File: config.mk
export PLATFORM = sky130hd
export DESIGN_NAME = mag_cmp_monitor
export DESIGN_NICKNAME = d
export VERILOG_FILES = /design/src/rtl/mag_cmp_pkg.sv /design/src/rtl/mag_cmp_monitor_sat_counter.sv /design/src/rtl/mag_cmp_monitor.sv
export SDC_FILE = /design/constraint.sdc
export NUM_CORES = 1
export LEC_CHECK = 0
export BUFFER_PORTS_ARGS = -buffer_cell sky130_fd_sc_hd__buf_4
export CAP_MARGIN = 20
export CORE_ASPECT_RATIO = 1.5
export CORE_MARGIN = 1.5
export CORE_UTILIZATION = 40
export DETAILED_ROUTE_END_ITERATION = 8
export GPL_TIMING_DRIVEN = 0
export HOLD_SLACK_MARGIN = 0.12
export PLACE_DENSITY = 0.63
export SLEW_MARGIN = 0
export SYNTH_ARGS = -nofsm -noshare
export SYNTH_HDL_FRONTEND = slang
export SYNTH_HIERARCHICAL = 1
export SYNTH_SLANG_ARGS = --single-unit
File: constraint.sdc
create_clock -name clk -period 2.2 [get_ports clk]
set_input_delay 0.33 -clock clk [delete_from_list [all_inputs] [get_ports clk]]
set_output_delay 0.33 -clock clk [all_outputs]
set_load 0.1 [all_outputs]
File: src/rtl/mag_cmp_pkg.sv
// Shared types for the magnitude-comparator monitor.
// Class codes double as the run-state encoding.
package mag_cmp_pkg;

   typedef enum logic [1:0] {
      IDLE   = 2'd0,
      RUN_GT = 2'd1,
      RUN_EQ = 2'd2,
      RUN_LT = 2'd3
   } run_state_t;

   typedef logic [1:0] cls_t;

   localparam cls_t CLS_NONE = 2'd0;
   localparam cls_t CLS_GT   = 2'd1;
   localparam cls_t CLS_EQ   = 2'd2;
   localparam cls_t CLS_LT   = 2'd3;

   typedef struct packed {
      logic legal;
      cls_t cls;
   } cls_res_t;

   function automatic cls_res_t flags_to_cls(
      input logic gt,
      input logic eq,
      input logic lt
   );
      cls_res_t r;
      r.legal = 1'b1;
      r.cls   = CLS_NONE;
      case ({gt, eq, lt})
         3'b100:  r.cls = CLS_GT;
         3'b010:  r.cls = CLS_EQ;
         3'b001:  r.cls = CLS_LT;
         default: r.legal = 1'b0;
      endcase
      return r;
   endfunction

endpackage

File: src/rtl/mag_cmp_monitor_sat_counter.sv
// Saturating up-counter with async reset and sync clear.
module sat_counter #(
   parameter int W = 8
) (
   input  logic         clk,
   input  logic         rst,
   input  logic         clr,
   input  logic         inc,
   output logic [W-1:0] q
);

   logic [W-1:0] cnt_q;

   always_ff @(posedge clk or posedge rst) begin
      if (rst) begin
         cnt_q <= '0;
      end else if (clr) begin
         cnt_q <= '0;
      end else if (inc && (cnt_q != {W{1'b1}})) begin
         cnt_q <= cnt_q + 1'b1;
      end
   end

   assign q = cnt_q;

endmodule

File: src/rtl/mag_cmp_monitor.sv
// Monitor for comparator flags: outcome counts, run tracking,
// trend alarms and sticky protocol-error detection.
module mag_cmp_monitor
   import mag_cmp_pkg::*;
#(
   parameter int CNT_W   = 8,
   parameter int RUN_LEN = 4
) (
   input  logic             clk,
   input  logic             rst,
   input  logic             in_valid,
   input  logic             in_gt,
   input  logic             in_eq,
   input  logic             in_lt,
   input  logic             clear,
   output logic             out_valid,
   output logic [1:0]       last_class,
   output logic [CNT_W-1:0] gt_count,
   output logic [CNT_W-1:0] eq_count,
   output logic [CNT_W-1:0] lt_count,
   output logic [7:0]       run_len,
   output logic             gt_alarm,
   output logic             lt_alarm,
   output logic             err
);

   localparam logic [7:0] RL = 8'(RUN_LEN);

   cls_res_t   res;
   logic       acc;
   run_state_t state_q, state_d;
   logic [7:0] run_q, run_d;
   cls_t       last_q;
   logic       ov_q, err_q, gta_q, lta_q;

   assign res = flags_to_cls(in_gt, in_eq, in_lt);
   assign acc = in_valid && res.legal && !clear;

   always_comb begin
      state_d = state_q;
      run_d   = run_q;
      if (acc) begin
         case (res.cls)
            CLS_GT:  state_d = RUN_GT;
            CLS_EQ:  state_d = RUN_EQ;
            CLS_LT:  state_d = RUN_LT;
            default: state_d = IDLE;
         endcase
         if (state_d != state_q) begin
            run_d = 8'd1;
         end else if (run_q != RL) begin
            run_d = run_q + 8'd1;
         end
      end
   end

   always_ff @(posedge clk or posedge rst) begin
      if (rst) begin
         state_q <= IDLE;
         run_q   <= '0;
         last_q  <= CLS_NONE;
         ov_q    <= 1'b0;
         err_q   <= 1'b0;
         gta_q   <= 1'b0;
         lta_q   <= 1'b0;
      end else if (clear) begin
         state_q <= IDLE;
         run_q   <= '0;
         last_q  <= CLS_NONE;
         ov_q    <= 1'b0;
         err_q   <= 1'b0;
         gta_q   <= 1'b0;
         lta_q   <= 1'b0;
      end else begin
         ov_q    <= acc;
         state_q <= state_d;
         run_q   <= run_d;
         gta_q   <= (state_d == RUN_GT) && (run_d == RL);
         lta_q   <= (state_d == RUN_LT) && (run_d == RL);
         if (acc) begin
            last_q <= res.cls;
         end else if (in_valid) begin
            err_q <= 1'b1;
         end
      end
   end

   sat_counter #(.W(CNT_W)) u_gt (
      .clk(clk), .rst(rst), .clr(clear),
      .inc(acc && (res.cls == CLS_GT)), .q(gt_count)
   );

   sat_counter #(.W(CNT_W)) u_eq (
      .clk(clk), .rst(rst), .clr(clear),
      .inc(acc && (res.cls == CLS_EQ)), .q(eq_count)
   );

   sat_counter #(.W(CNT_W)) u_lt (
      .clk(clk), .rst(rst), .clr(clear),
      .inc(acc && (res.cls == CLS_LT)), .q(lt_count)
   );

   assign out_valid  = ov_q;
   assign last_class = last_q;
   assign run_len    = run_q;
   assign gt_alarm   = gta_q;
   assign lt_alarm   = lta_q;
   assign err        = err_q;

endmodule

Yosys cells after proc, flatten, opt, wreduce, memory -nomap -nowiden
Index checks and enable logic that the tools add are counted.

Bits of input ports: 7. Logic and storage cells: 71. Register bits after elaboration: 40. Output and inout port bits: 38.

Add/subtract/negate cells: 4. Eq/ne operators: 15. Reduce and logical (&&, ||, !) cells: 18. Muxes and demuxes: 24.

Operator list (count): 8-bit two-way mux (10); 8-bit by 1-bit adder with 8-bit output, second input constant (4); 8-bit inequality test, second input constant (3); 2-bit case mux with 3 select lines (2); 1-bit logical AND (10); 2-bit two-way mux (5); 2-bit nonzero test (5); 8-bit by 3-bit equality test with 1-bit output, second input constant (1); 8-bit by 3-bit inequality test with 1-bit output, second input constant (1); 1-bit two-way mux (7); 2-bit equality test, second input constant (3); 2-bit by 1-bit equality test with 1-bit output, second input constant (2); 3-bit by 1-bit equality test with 1-bit output, second input constant (1); 3-bit by 2-bit equality test with 1-bit output, second input constant (1); 3-bit equality test, second input constant (1); 3-bit OR reduction (1); 2-bit inequality test (1); 2-bit inequality test, second input constant (1); 2-bit AND reduction (1); 1-bit logical NOT (1).

Logic depth before layout (Yosys ltp)
Word-level depth: 12. Mapped depth: 8. Depth with buffers taken out: 8.

By module
The synthesis kept the hierarchy.

Modules (own cells, without submodules): sat_counter (sequential area each 200.2 um^2, area each 504.2 um^2, cells each 49, times used 3); mag_cmp_monitor (sequential area each 400.4 um^2, area each 1156.1 um^2, cells each 135, times used 1).

Least setup slack after synthesis
OpenSTA, ideal clock, no wires.

Kind: reg-to-reg. Start point: register run_q[0], in the netlist run_len[0]. End point: register gta_q, in the netlist gt_alarm. Stages on the path, launching flop included: 9. Arrival: 2.355 ns. Clock period less this slack: 2.443 ns. Path slack: -0.243 ns. Setup time: 0.088 ns. Data required time: 2.112 ns. Buffers on the path: 1. Cell sequence: dfrtp_1 > ha_1 > and3_1 > clkbuf_1 > a311o_1 > a21oi_1 > a211o_1 > nand4_2 > nor3b_1.

Longest elaborated chain between the ends: 7. Elaborated cells on any way between the ends: 8. Those cells by class: 1 x add/sub; 2 x eq/ne; 4 x mux; 1 x reduce/logical.

RTL lines: start: declaration (RTL line mag_cmp_monitor.sv:32) `logic [7:0] run_q, run_d;`; start signal: assignment (RTL line mag_cmp_monitor.sv:77) `run_q <= run_d;`; 8-bit by 1-bit adder with 8-bit output or 8-bit by 3-bit inequality test with 1-bit output (tied branches) (RTL line mag_cmp_monitor.sv:52, mag_cmp_monitor.sv:51); 8-bit two-way mux (RTL line mag_cmp_monitor.sv:51) `end else if (run_q != RL) begin`; 8-bit two-way mux (RTL line mag_cmp_monitor.sv:49) `if (state_d != state_q) begin`; 8-bit two-way mux * (RTL line mag_cmp_monitor.sv:42) `if (acc) begin`; 8-bit by 3-bit equality test with 1-bit output * (RTL line mag_cmp_monitor.sv:78) `gta_q <= (state_d == RUN_GT) && (run_d == RL);`; 1-bit logical AND * (RTL line mag_cmp_monitor.sv:78); 1-bit two-way mux * (RTL line mag_cmp_monitor.sv:66) `end else if (clear) begin`; end signal: assignment (RTL line mag_cmp_monitor.sv:78); end: declaration (RTL line mag_cmp_monitor.sv:34) `logic ov_q, err_q, gta_q, lta_q;`.

Every way passes the cells marked *; elsewhere a longest branch is shown, timed or not. A chain may end at the register's enable or synchronous reset.

Final worst setup path
Same ends and word-level chain as after synthesis.

==> run_summary.xml <==
<?xml version="1.0" encoding="UTF-8"?>
<metrics>
  <group name="run_status">
    <metric name="run_status" unit="">finished clean</metric>
  </group>
  <group name="power">
    <metric name="power.density" unit="mW/mm^2">444.7</metric>
    <metric name="vdd.ir_drop.worst" unit="mV">0.2308</metric>
    <metric name="power.leakage" unit="nW">1.520</metric>
  </group>
  <group name="place">
    <metric name="worst_setup_slack_post_dpl" unit="ns">-0.3817</metric>
    <metric name="placer_s_final_routability_congestion_estimate" unit="">0.7577</metric>
    <metric name="port_buffers" unit="">44</metric>
    <metric name="detailedPlacementHpwl" unit="microns">4478</metric>
  </group>
  <group name="synth">
    <metric name="synthArstFlopShare" unit="%">100.0</metric>
    <metric name="synthTopCellsByArea" unit="">sky130_fd_sc_hd__dfrtp_1, sky130_fd_sc_hd__mux2_4, sky130_fd_sc_hd__nand2_1</metric>
    <metric name="postSynth.topFlopCell" unit="">sky130_fd_sc_hd__dfrtp_1</metric>
    <metric name="mappedNetlistNets" unit="">294</metric>
    <metric name="netlist_area" unit="sq mm">0.002669</metric>
    <metric name="yosysUniqueCellTypes" unit="">55</metric>
    <metric name="synth_seq_cells" unit="">40</metric>
    <metric name="synthesis.area_per_instance" unit="sq um">9.464</metric>
    <metric name="synth_enable_flop_cells" unit="">0</metric>
    <metric name="synth_cells" unit="">282</metric>
    <metric name="synth_top_area_share" unit="%">37.51</metric>
    <metric name="synth_top_cell_by_area" unit="">sky130_fd_sc_hd__dfrtp_1</metric>
    <metric name="synthesis.yosys.warnings" unit="">6</metric>
    <metric name="yosysSeqAreaShare" unit="%">37.51</metric>
  </group>
  <group name="sta">
    <metric name="final.setup_skew" unit="ns">0.004496</metric>
    <metric name="maxSlewViolCount" unit="">0</metric>
    <metric name="worstMarginPinSlew" unit="ns">0.6821</metric>
    <metric name="top_achievable_clock_speed" unit="GHz">0.4870</metric>
    <metric name="slew_headroom" unit="%">54.48</metric>
    <metric name="final-setup-viol-count" unit="">0</metric>
    <metric name="layout_min_cycle_time" unit="ns">2.053</metric>
    <metric name="rsz_0062_raised_after_global_routing" unit="">no</metric>
    <metric name="final.hold.worst_slack" unit="ns">0.2829</metric>
    <metric name="post-route-period-util" unit="%">93.34</metric>
    <metric name="hold_viol" unit="">0</metric>
    <metric name="post-route-worst-setup-slack" unit="ns">0.1466</metric>
  </group>
  <group name="detailed_routing">
    <metric name="iteration_0_drc_count_of_the_detailed_router" unit="">86</metric>
    <metric name="avgViaCountPerCell" unit="">5.640</metric>
    <metric name="ant_nets" unit="">0</metric>
    <metric name="drc" unit="">0</metric>
    <metric name="per_cell_routed_wire_length" unit="microns">15.00</metric>
    <metric name="num_vias" unit="">2352</metric>
    <metric name="wl" unit="microns">6257</metric>
    <metric name="drt_first_pass_iters" unit="">4</metric>
  </group>
  <group name="cts">
    <metric name="worstSkewPairLatency" unit="ns">0.30</metric>
    <metric name="clock_tree.htree_level_count" unit="">2</metric>
    <metric name="clock_pin_slew_on_the_worst_setup_and_hold_paths" unit="ns">0.08</metric>
    <metric name="root_buffer_cell" unit="">sky130_fd_sc_hd__clkbuf_8</metric>
    <metric name="cts_tree" unit="">yes</metric>
    <metric name="cts-root-to-sink-buffers" unit="">2</metric>
    <metric name="cts_buffers" unit="">5</metric>
    <metric name="total_clock_sinks" unit="">40</metric>
  </group>
  <group name="floorplanning">
    <metric name="floorplan.rows" unit="">36</metric>
    <metric name="floorplan.initialDensity" unit="%">41.15</metric>
    <metric name="ioPinCount" unit="">45</metric>
    <metric name="floorplan_die_area" unit="sq mm">0.007181</metric>
    <metric name="fp.dieH" unit="microns">103.0</metric>
    <metric name="fp.dieW" unit="microns">69.70</metric>
    <metric name="fp.coreArea" unit="sq mm">0.006486</metric>
  </group>
  <group name="setup_path">
    <metric name="timing.critical_path.required" unit="ns">2.41</metric>
    <metric name="r2r_slack" unit="ns">0.15</metric>
    <metric name="crit_path_end_kind" unit="">flop</metric>
    <metric name="category_of_the_critical_setup_timing_path" unit="">flop to flop</metric>
    <metric name="r2r_start" unit="">run_len[0]</metric>
    <metric name="timing.critical_path.from_type" unit="">flop</metric>
    <metric name="worstRegToRegCells" unit="">8</metric>
    <metric name="critical_path.max_fanout" unit="">6</metric>
    <metric name="timing.critical_path.to" unit="">gt_alarm</metric>
    <metric name="rr_endpoint" unit="">gt_alarm</metric>
    <metric name="crit_start" unit="">run_len[0]</metric>
    <metric name="worstPathArrival" unit="ns">2.26</metric>
  </group>
  <group name="finish">
    <metric name="diodes" unit="">0</metric>
    <metric name="layout_cells_sized_above_1" unit="%">32.84</metric>
    <metric name="design.final.nets" unit="">352</metric>
    <metric name="fillCellCount" unit="">651</metric>
    <metric name="area_growth" unit="%">22.60</metric>
    <metric name="final_core_utilization" unit="%">50.44</metric>
  </group>
  <group name="grt">
    <metric name="globalRouteTotalUtil" unit="%">17.83</metric>
    <metric name="largest_net_degree_at_the_start_of_global_routing" unit="">17</metric>
    <metric name="grt_pass1_vias" unit="">2196</metric>
    <metric name="grt_pass1_wl" unit="microns">10280</metric>
    <metric name="antenna_violations_before_repair" unit="">0</metric>
    <metric name="grt_overflow" unit="">0</metric>
  </group>
  <group name="min_path">
    <metric name="worst_hold_path_type" unit="">primary input to flop</metric>
  </group>
  <group name="run">
    <metric name="max-cap-violations" unit="">0</metric>
  </group>
</metrics>
[power breakdown]
group          leakage [nW]  internal, W  switching, W
Sequential            0.542     0.000743    0.00000853
Combinational         0.935    0.0000655      0.000150
Clock                0.0422     0.000223      0.000265
Total                  1.52      0.00103      0.000423
[how the worst min path moves through the flow]
| stage | endpoint | slack (ns) | cells after the start | from |
|---|---|---|---|---|
| after floorplan | u_eq/q[0] | 0.15 | 1 | rst |
| after global placement | u_lt/q[0] | 0.34 | 2 | rst |
| final | state_q[0] | 0.28 | 2 | clear |
| after global routing | state_q[0] | 0.32 | 2 | clear |
| after CTS | state_q[0] | 0.28 | 2 | clear |
| after detailed placement | u_gt/q[0] | 0.34 | 2 | rst |
[repair_timing]
action                                  4_1_cts  5_1_grt
setup buffers                                 1        6
hold endpoints to repair                     24        0
endpoints found under the setup margin        4        3
resized for setup                             4        3
pin swaps                                     6        6
hold buffers                                  1        0
[routing by layer]
layer  share of wire, %  GRT usage, %  vias up
li1                   -             -     1148
met1                 40         19.71     1147
met2                 55         33.80       48
met3                3.5         3.226        9
met4                1.9         7.249        0
met5                  0             0        -
[synth_stat cells (all sizes together) (2+ instances only)]
| library cell | count |
|---|---|
| o21ai | 8 |
| a21oi | 24 |
| mux2i | 4 |
| a21boi | 4 |
| and3 | 4 |
| nor2b | 13 |
| nand3 | 11 |
| dfrtp | 40 |
| a211oi | 8 |
| nor4bb | 2 |
| ha | 5 |
| nor3 | 10 |
| o311ai | 2 |
| inv | 14 |
| nand2b | 3 |
| nand4 | 9 |
| o21bai | 3 |
| a21o | 4 |
| nor2 | 20 |
| nor4b | 3 |
| nand2 | 24 |
| nor4 | 2 |
| clkbuf | 7 |
| o311a | 3 |
| mux2 | 12 |
| and4 | 3 |
| nand4b | 4 |
| o211a | 3 |
| or3 | 3 |
| buf | 10 |
| and2b | 3 |
| a22oi | 2 |
[through the flow]
stage	instance area (sq um)	instances	setup TNS (ns)	power (W)
floorplan	2679	282	0	0.0009134
global placement	3104	402	-1.961	0.0009705
detailed placement	3104	402	-2.170	0.0009712
CTS	3222	412	0	0.001469
global route	3272	417	0	0.001518
finish	3272	417	0	0.001455
[sequential cells by signal, indices dropped and copies added (netlist names)]
| signal | count |
|---|---|
| out_valid | 1 |
| u_eq/q | 8 |
| lt_alarm | 1 |
| gt_alarm | 1 |
| state_q | 2 |
| u_gt/q | 8 |
| u_lt/q | 8 |
| run_len | 8 |
| err | 1 |
| last_class | 2 |
[cells by family after synthesis]
logic type | synth area share [%]
flip-flops | 37.51
AND/OR/NAND/NOR | 25.41
multiplexers | 8.251
AO/OA/AOI/OAI | 19.78
XOR/XNOR | 0.3282
adder cells (fa/ha/maj) | 2.719
buffers and inverters | 6.001
[critical path: stages, from the launching register on]
cell and delay, ns:
sky130_fd_sc_hd__dfrtp_2 0.44, sky130_fd_sc_hd__ha_1 0.24, sky130_fd_sc_hd__and3_1 0.16, sky130_fd_sc_hd__clkbuf_1 0.16
sky130_fd_sc_hd__a311o_1 0.37, sky130_fd_sc_hd__a21oi_1 0.14, sky130_fd_sc_hd__a211o_1 0.13, sky130_fd_sc_hd__nand4_2 0.10
sky130_fd_sc_hd__nor3b_2 0.23
[cell usage in the layout, fill, tap and decap left out, drive strengths merged, types with 3 or more instances in the layout]
master  netlist  final
nand2b        3      3
o21ai         8      8
inv          14     14
nand4b        4      4
ha            5      5
and2b         3      3
clkbuf        7     14
mux2         12     12
o21bai        3      3
nand2        24     24
nor4b         3      3
o211a         3      3
o311a         3      3
a21boi        4      4
a21o          4      4
and3          4      4
nor3         10     10
and4          3      3
nand4         9      9
a21oi        24     24
nor2b        13     13
dfrtp        40     40
buf          10     60
mux2i         4      4
nor2         20     20
a211oi        8      8
or3           3      3
nand3        11     11
[area by class of cell]
type	count	area, sq um	share of cell area, %
Clock inverter	1	5.005	0.1530
Timing Repair Buffer	52	392.9	12.01
Tap cell	76	95.09	2.906
Inverter	14	52.55	1.606
Buffer	16	96.34	2.945
Multi-Input combinational cell	211	1543	47.15
Clock buffer	7	76.32	2.333
Sequential cell	40	1011	30.90
(Power assumes the default switching activity.)
